===== src/rtl/alu_pipe.sv =====
// -----------------------------------------------------------------------------
// alu_pipe -- two-stage pipelined accumulator ALU with valid/ready handshakes.
//
// Stage S1 registers an accepted request (opcode, accumulator, data operand).
// Stage S2 registers the computed result together with its zero/carry flags
// and the opcode that produced it. Both stages advance independently, so a
// stage may accept and drain on the same edge. The pipeline sustains one
// operation per cycle while out_ready is high.
//
// Optional feature (compile-time macro):
//   ALU_PIPE_SAT_EN  when defined, ADD saturates to all-ones on carry-out
//                    (out_carry still 1) and out_zero follows the saturated
//                    value. When undefined, ADD wraps modulo 2^WIDTH.
//
// Parameters:
//   WIDTH        operand/result width in bits (2..64), default 8
//
// Ports:
//   clk          clock, rising-edge active
//   rst_         asynchronous active-low reset
//   in_valid     request valid
//   in_ready     request can be accepted this cycle
//   in_opcode    operation (alu_pipe_pkg::opcode_t encoding)
//   in_accum     accumulator operand
//   in_data      data operand
//   out_valid    result valid
//   out_ready    downstream consumes the result this cycle
//   out_result   operation result
//   out_zero     out_result == 0
//   out_carry    unsigned carry out of ADD, 0 for every other opcode
//   out_opcode   opcode that produced out_result
// -----------------------------------------------------------------------------

package alu_pipe_pkg;
    typedef enum logic [2:0] {
        HLT = 3'd0,
        SKZ = 3'd1,
        ADD = 3'd2,
        AND = 3'd3,
        XOR = 3'd4,
        LDA = 3'd5,
        STO = 3'd6,
        JMP = 3'd7
    } opcode_t;
endpackage

module alu_pipe
    import alu_pipe_pkg::*;
#(
    parameter int WIDTH = 8
) (
    input  logic             clk,
    input  logic             rst_,
    input  logic             in_valid,
    output logic             in_ready,
    input  logic [2:0]       in_opcode,
    input  logic [WIDTH-1:0] in_accum,
    input  logic [WIDTH-1:0] in_data,
    output logic             out_valid,
    input  logic             out_ready,
    output logic [WIDTH-1:0] out_result,
    output logic             out_zero,
    output logic             out_carry,
    output logic [2:0]       out_opcode
);

    // ------------------------------------------------------------------
    // Stage S1: captured request
    // ------------------------------------------------------------------
    logic             s1_valid;
    opcode_t          s1_opcode;
    logic [WIDTH-1:0] s1_accum;
    logic [WIDTH-1:0] s1_data;

    // S2 can take a new value when it is empty or is being drained now.
    logic s2_take;
    assign s2_take = !out_valid || out_ready;

    // Reset is folded in so the block advertises "not ready" while held in
    // reset; otherwise this depends only on registered state and out_ready.
    assign in_ready = rst_ && (!s1_valid || s2_take);

    // NOTE: sequential state uses non-blocking assignments so every register
    // samples pre-edge values regardless of statement order.
    always_ff @(posedge clk or negedge rst_) begin
        if (!rst_) begin
            s1_valid  <= 1'b0;
            s1_opcode <= HLT;
            // NOTE: payload registers are reset as well so that nothing
            // undefined can ever reach the outputs; they are few bits wide.
            s1_accum  <= '0;
            s1_data   <= '0;
        end else begin
            if (in_valid && in_ready) begin
                s1_valid  <= 1'b1;
                s1_opcode <= opcode_t'(in_opcode);
                s1_accum  <= in_accum;
                s1_data   <= in_data;
            end else if (s2_take) begin
                // Current occupant (if any) moves into S2 this edge.
                s1_valid <= 1'b0;
            end
        end
    end

    // ------------------------------------------------------------------
    // ALU between S1 and S2
    // ------------------------------------------------------------------
    logic [WIDTH:0]   alu_sum;
    logic [WIDTH-1:0] alu_result;
    logic             alu_carry;
    logic             alu_zero;

    // NOTE: every combinational output gets a default before the case so no
    // path leaves it unassigned (which would infer a latch).
    always_comb begin
        alu_sum    = {1'b0, s1_data} + {1'b0, s1_accum};
        alu_result = s1_accum;
        alu_carry  = 1'b0;
        case (s1_opcode)
            ADD: begin
                alu_result = alu_sum[WIDTH-1:0];
                alu_carry  = alu_sum[WIDTH];
`ifdef ALU_PIPE_SAT_EN
                if (alu_sum[WIDTH]) begin
                    alu_result = '1;
                end
`endif
            end
            AND:     alu_result = s1_data & s1_accum;
            XOR:     alu_result = s1_data ^ s1_accum;
            LDA:     alu_result = s1_data;
            // HLT, SKZ, STO, JMP and any unknown encoding pass the accumulator.
            default: alu_result = s1_accum;
        endcase
        alu_zero = (alu_result == '0);
    end

    // ------------------------------------------------------------------
    // Stage S2: registered result and flags
    // ------------------------------------------------------------------
    always_ff @(posedge clk or negedge rst_) begin
        if (!rst_) begin
            out_valid  <= 1'b0;
            out_result <= '0;
            out_zero   <= 1'b0;
            out_carry  <= 1'b0;
            out_opcode <= HLT;
        end else if (s2_take) begin
            out_valid <= s1_valid;
            // Flags are loaded together with the result, so they always
            // describe the operation currently presented.
            if (s1_valid) begin
                out_result <= alu_result;
                out_zero   <= alu_zero;
                out_carry  <= alu_carry;
                out_opcode <= s1_opcode;
            end
        end
    end

endmodule


===== config.mk =====
export PLATFORM = sky130hd
export DESIGN_NAME = alu_pipe
export DESIGN_NICKNAME = d
export VERILOG_FILES = /design/src/rtl/alu_pipe.sv
export SDC_FILE = /design/constraint.sdc
export NUM_CORES = 1
export LEC_CHECK = 0
export BUFFER_PORTS_ARGS = -buffer_cell sky130_fd_sc_hd__buf_2
export CORE_ASPECT_RATIO = 1.75
export CORE_MARGIN = 3
export CORE_UTILIZATION = 45
export DETAILED_ROUTE_END_ITERATION = 10
export GPL_TIMING_DRIVEN = 1
export PLACE_DENSITY = 0.67
export SYNTH_ARGS = -nofsm -noshare
export SYNTH_HDL_FRONTEND = slang
export SYNTH_SLANG_ARGS = --single-unit

===== constraint.sdc =====
create_clock -name clk -period 3.7 [get_ports clk]
set_input_delay 0.37 -clock clk [delete_from_list [all_inputs] [get_ports clk]]
set_output_delay 0.37 -clock clk [all_outputs]
set_load 0.005 [all_outputs]

* Word-level counts from Yosys, hierarchy flattened
Cells that the tools add are included.
** Storage, ports and cells
- Bits in registers :: 34
- Bits of input ports :: 23
- Output and inout port bits :: 15
- Logic and storage cells :: 29
** Cells by class
- $add $sub $neg :: 1
- Equal/unequal tests :: 4
- Mux-type cells :: 4
- Bitwise operators :: 2
- Reductions and logical operators :: 9
** Operator list (number)
- 8-bit one-hot mux with 4 select lines :: 1
- 8-bit by 8-bit adder with 9-bit output :: 1
- 8-bit bitwise AND :: 1
- 8-bit logical NOT :: 1
- 8-bit bitwise XOR :: 1
- 3-bit by 2-bit == test with 1-bit output (second input constant) :: 2
- 3-bit == test (second input constant) :: 2
- 1-bit two-way mux :: 3
- 1-bit logical AND :: 2
- 1-bit logical NOT :: 2
- 1-bit logical OR :: 2
- 2-bit AND reduction :: 1
- 2-bit nonzero test :: 1

* Depth between registers and ports, before layout
- Depth in word-level cells :: 6
- Depth in mapped cells :: 10
- Depth with buffers taken out :: 10

* Worst setup path before layout
No wires, ideal clock.
- Kind :: register to register
- Start point :: reg s1_accum[0]
- End point :: reg out_zero
- Library setup time :: 0.121 ns
- Data arrival time :: 2.072 ns
- Path slack :: 1.507 ns
- Stages on the path, launching flop included :: 11
- Buffers on the path :: 0
- Period minus slack after synthesis :: 2.193 ns
- Cells stage by stage :: dfrtp_1 -> ha_1 -> inv_1 -> fa_1 -> nand2b_1 -> a21oi_1 -> o21a_1 -> nor3_1 -> o31ai_1 -> nor4_1 -> a32o_2
** Between the ends
- Word-level cells in the longest chain between the ends :: 3
- Elaborated cells between the ends (all ways) :: 5
** Ends and longest elaborated chain
- from (decl) :: line 72 : logic [WIDTH-1:0] s1_accum;
- from (signal assigned) :: line 97 : s1_accum <= in_accum;
- 8-bit by 8-bit adder with 9-bit output, or another cell as far along :: line 117 : alu_sum = {1'b0, s1_data} + {1'b0, s1_accum};
- 8-bit one-hot mux with 4 select lines * :: line 120 : case (s1_opcode)
- 8-bit logical NOT * :: line 136 : alu_zero = (alu_result == '0);
- to (signal assigned) :: line 155 : out_zero <= alu_zero;
- to (decl) :: line 62 : output logic out_zero,
Every way passes the cells marked *; elsewhere a longest branch is shown, timed or not.
A chain may end at the register's enable or synchronous reset.

* Worst setup path in the final report
Ends and elaborated chain as after synthesis.

==> metrics <==
Critical Path AT=approximately 2.6 ns; Sink Count=34; CTS max path bufs=2; setup_tns=0 ns; final worst slack=about 1.3 ns; Vias/cell=between 5 and 6; routed vias=around 1.5k; vias in the first global route=about 1.5k; drt pass-1 iters=4; Die Area=5280 um2; most frequent cells after synthesis=dfrtp_1, mux2_2, nand2_1; Port Buffer Count=37; chip height=~94 um; switch share=34.1%; die width=56.2 um; area of the multi-input gates=roughly 1100 um2; placed insts=between 200 and 300; Core Region=about 4200 um2; DP HPWL=2.96 mm; worst r2r src=s1_accum[0]; pin count of the biggest net entering global routing=35; Seq/Total Area, Yosys=42.8%; Synth Net Count=roughly 220; largest cells by area after synthesis=dfrtp_1, mux2_2, ha_1, nand2_1, o21ai_0; final core occ=between 50% and 60%; Hold/Removal Path Class=input port to async pin; Post-CTS Resized=0; CTS tree=done; startpoint types=register; DP Worst Slack=between 1 and 1.5 ns; Avg WL per Cell=14.1 um; TritonCTS buffer count=5; postcts setup bufs=0; worst-margin pin slew=slightly below 0.8 ns; FMAX=414 MHz; VDD IR max=approximately 0.30 mV; FF+latch area=between 800 and 900 um2; Pwr Density=approximately 570 nW/um2; internal power=roughly 860 uW; sequential group share of total power=around 41%; area share of the largest cell type after synthesis=42.8%; total gr overflow=0; DRC errors left=0; Post-synth EDFFs=0; Final Wtd Congestion=between 0.8 and 0.9; antenna violations before repair=0; Syn. warnings=0; Worst Path Max Fanout=4; first-pass GRT wire length=between 6 and 7 mm; Mapped Cells=around 190; max_slew headroom=47.3%; setup violators final=0; num rows=31; clk slew on worst S/H paths=0.07 ns; Final ANT Viol Nets=0; root buffer cell=clkbuf_8; CP startpoint=s1_accum[0]; worst hold slack=about 0.15 ns; Gate power share=37.2%; Net Switching=444 uW; Reg2Reg Depth=10; final WL=3.87 mm; kind of critical path=register to register; Tmin final=between 2 and 2.5 ns; # nets final=257; fin. max-slew vios=0; Ports=38; antenna cells=0; final hold violations=0; max-cap viol count=0; Syn Area/Cell=10.5 um2; top_reg_cell synth=dfrtp_1; P&R area growth vs syn=15.0%; asr flop ratio synth=100%; Post-CTS Hold Buffers=0; total track usage=between 15 and 20%; outcome=finished clean; Static Leak=around 1.1 nW; Synth Register Bits=34; Netlist Area Pre-Place=between 1500 and 2000 um2; Finished Layout Cells=~280; RSZ-0062 raised after global routing=false; Required @ worst endpoint=around 3.9 ns; clock skew=slightly above 0.005 ns; starting density of the core=47.4%; period utilisation layout=65.2%; Crit. End Element=register; H-tree Lvls=2; initial DRC count=27; clock network fraction of total power=roughly a fifth; Yosys top cell by area=dfrtp_1; Netlist cell types=between 40 and 50; most frequent cell after synthesis=dfrtp_1; Clock Latency Late Sink=a little under 0.3 ns; Filler cells=~400; layout cells sized above 1=between 30% and 40%
==> final cells by class <==
type,count,area share [%]
Timing Repair Buffer,38,8.43
Tap cell,49,2.68
Clock inverter,1,0.219
Inverter,7,1.15
Sequential cell,34,37.2
Clock buffer,7,3.78
Multi-Input combinational cell,139,46.5
==> critical path, cell delays in order, from the launching register on <==
cell and delay [ns]:
dfrtp_1 0.40, ha_1 0.21, inv_1 0.06, fa_1 0.38
nand2b_1 0.17, a21oi_1 0.19, o21a_1 0.16, nor3_1 0.05
o31ai_1 0.30, nor4_1 0.10, a32o_2 0.27
==> state kept, by name, indices dropped and copies added (netlist names) <==
register	count
out_result	8
s1_accum	8
s1_data	8
out_opcode	3
s1_opcode	3
out_carry	1
out_valid	1
out_zero	1
s1_valid	1
==> metrics by stage <==
stage	cell area, um2	total power, mW
floorplan	1990	0.893
global placement	2190	1.03
detailed placement	2190	1.03
CTS	2280	1.32
global route	2280	1.40
finish	2280	1.30
==> worst paths after layout <==
check                                     end  slack [ns]
worst max register to register       out_zero        1.29
max in group asynchronous          s1_data[3]        3.25
min in group clk                  s1_accum[1]        0.31
worst min register to register  out_result[1]        0.47
worst min-delay path                out_carry        0.15
worst max-delay path                 out_zero        1.29
==> power by group through the flow <==
| stage | logic (mW) | registers (mW) | clock network [mW] |
|---|---|---|---|
| 2_1_floorplan | 0.375 | 0.518 | 0 |
| 3_3_place_gp | 0.483 | 0.545 | 0 |
| 3_5_place_dp | 0.484 | 0.548 | 0 |
| 4_1_cts | 0.488 | 0.541 | 0.292 |
| 5_1_grt | 0.542 | 0.557 | 0.304 |
| 6_report | 0.484 | 0.539 | 0.279 |
==> kinds of logic (layout without fill, tap and decap cells) <==
logic type / after synthesis / after routing / synth area share, %
compound gates: 48 / 48 / 16.7
mux: 32 / 32 / 18.1
flops: 34 / 34 / 42.8
fa+ha+maj: 9 / 9 / 6.05
xor+xnor: 4 / 4 / 1.76
buf+inv: 16 / 53 / 3.71
simple gates: 46 / 46 / 10.8
==> metal layers <==
metal	wire [um]	track usage, %	part of all wire [%]	up-vias
met1	1540	16.5	40	727
met5	0	0	0	-
li1	-	-	-	753
met4	79	7.13	2.0	0
met2	2100	28.9	54	31
met3	154	3.71	4.0	8
==> placed cells by master (no fill, tap or decap), drive strengths merged, types with 2 or more instances in the layout <==
cell,netlist,routed
buf,6,38
dfrtp,34,34
mux2,26,26
nand2,21,21
o21ai,13,13
a21oi,12,12
nor2,8,8
ha,8,8
inv,7,7
clkbuf,3,7
mux2i,6,6
nand2b,5,5
o21a,4,4
a211oi,3,3
o31ai,3,3
nand3b,2,2
nand3,2,2
xor2,2,2
and3,2,2
xnor2,2,2
nor3,2,2
o221ai,2,2
o22ai,2,2
Note: power is estimated with default switching activity, not from simulation.
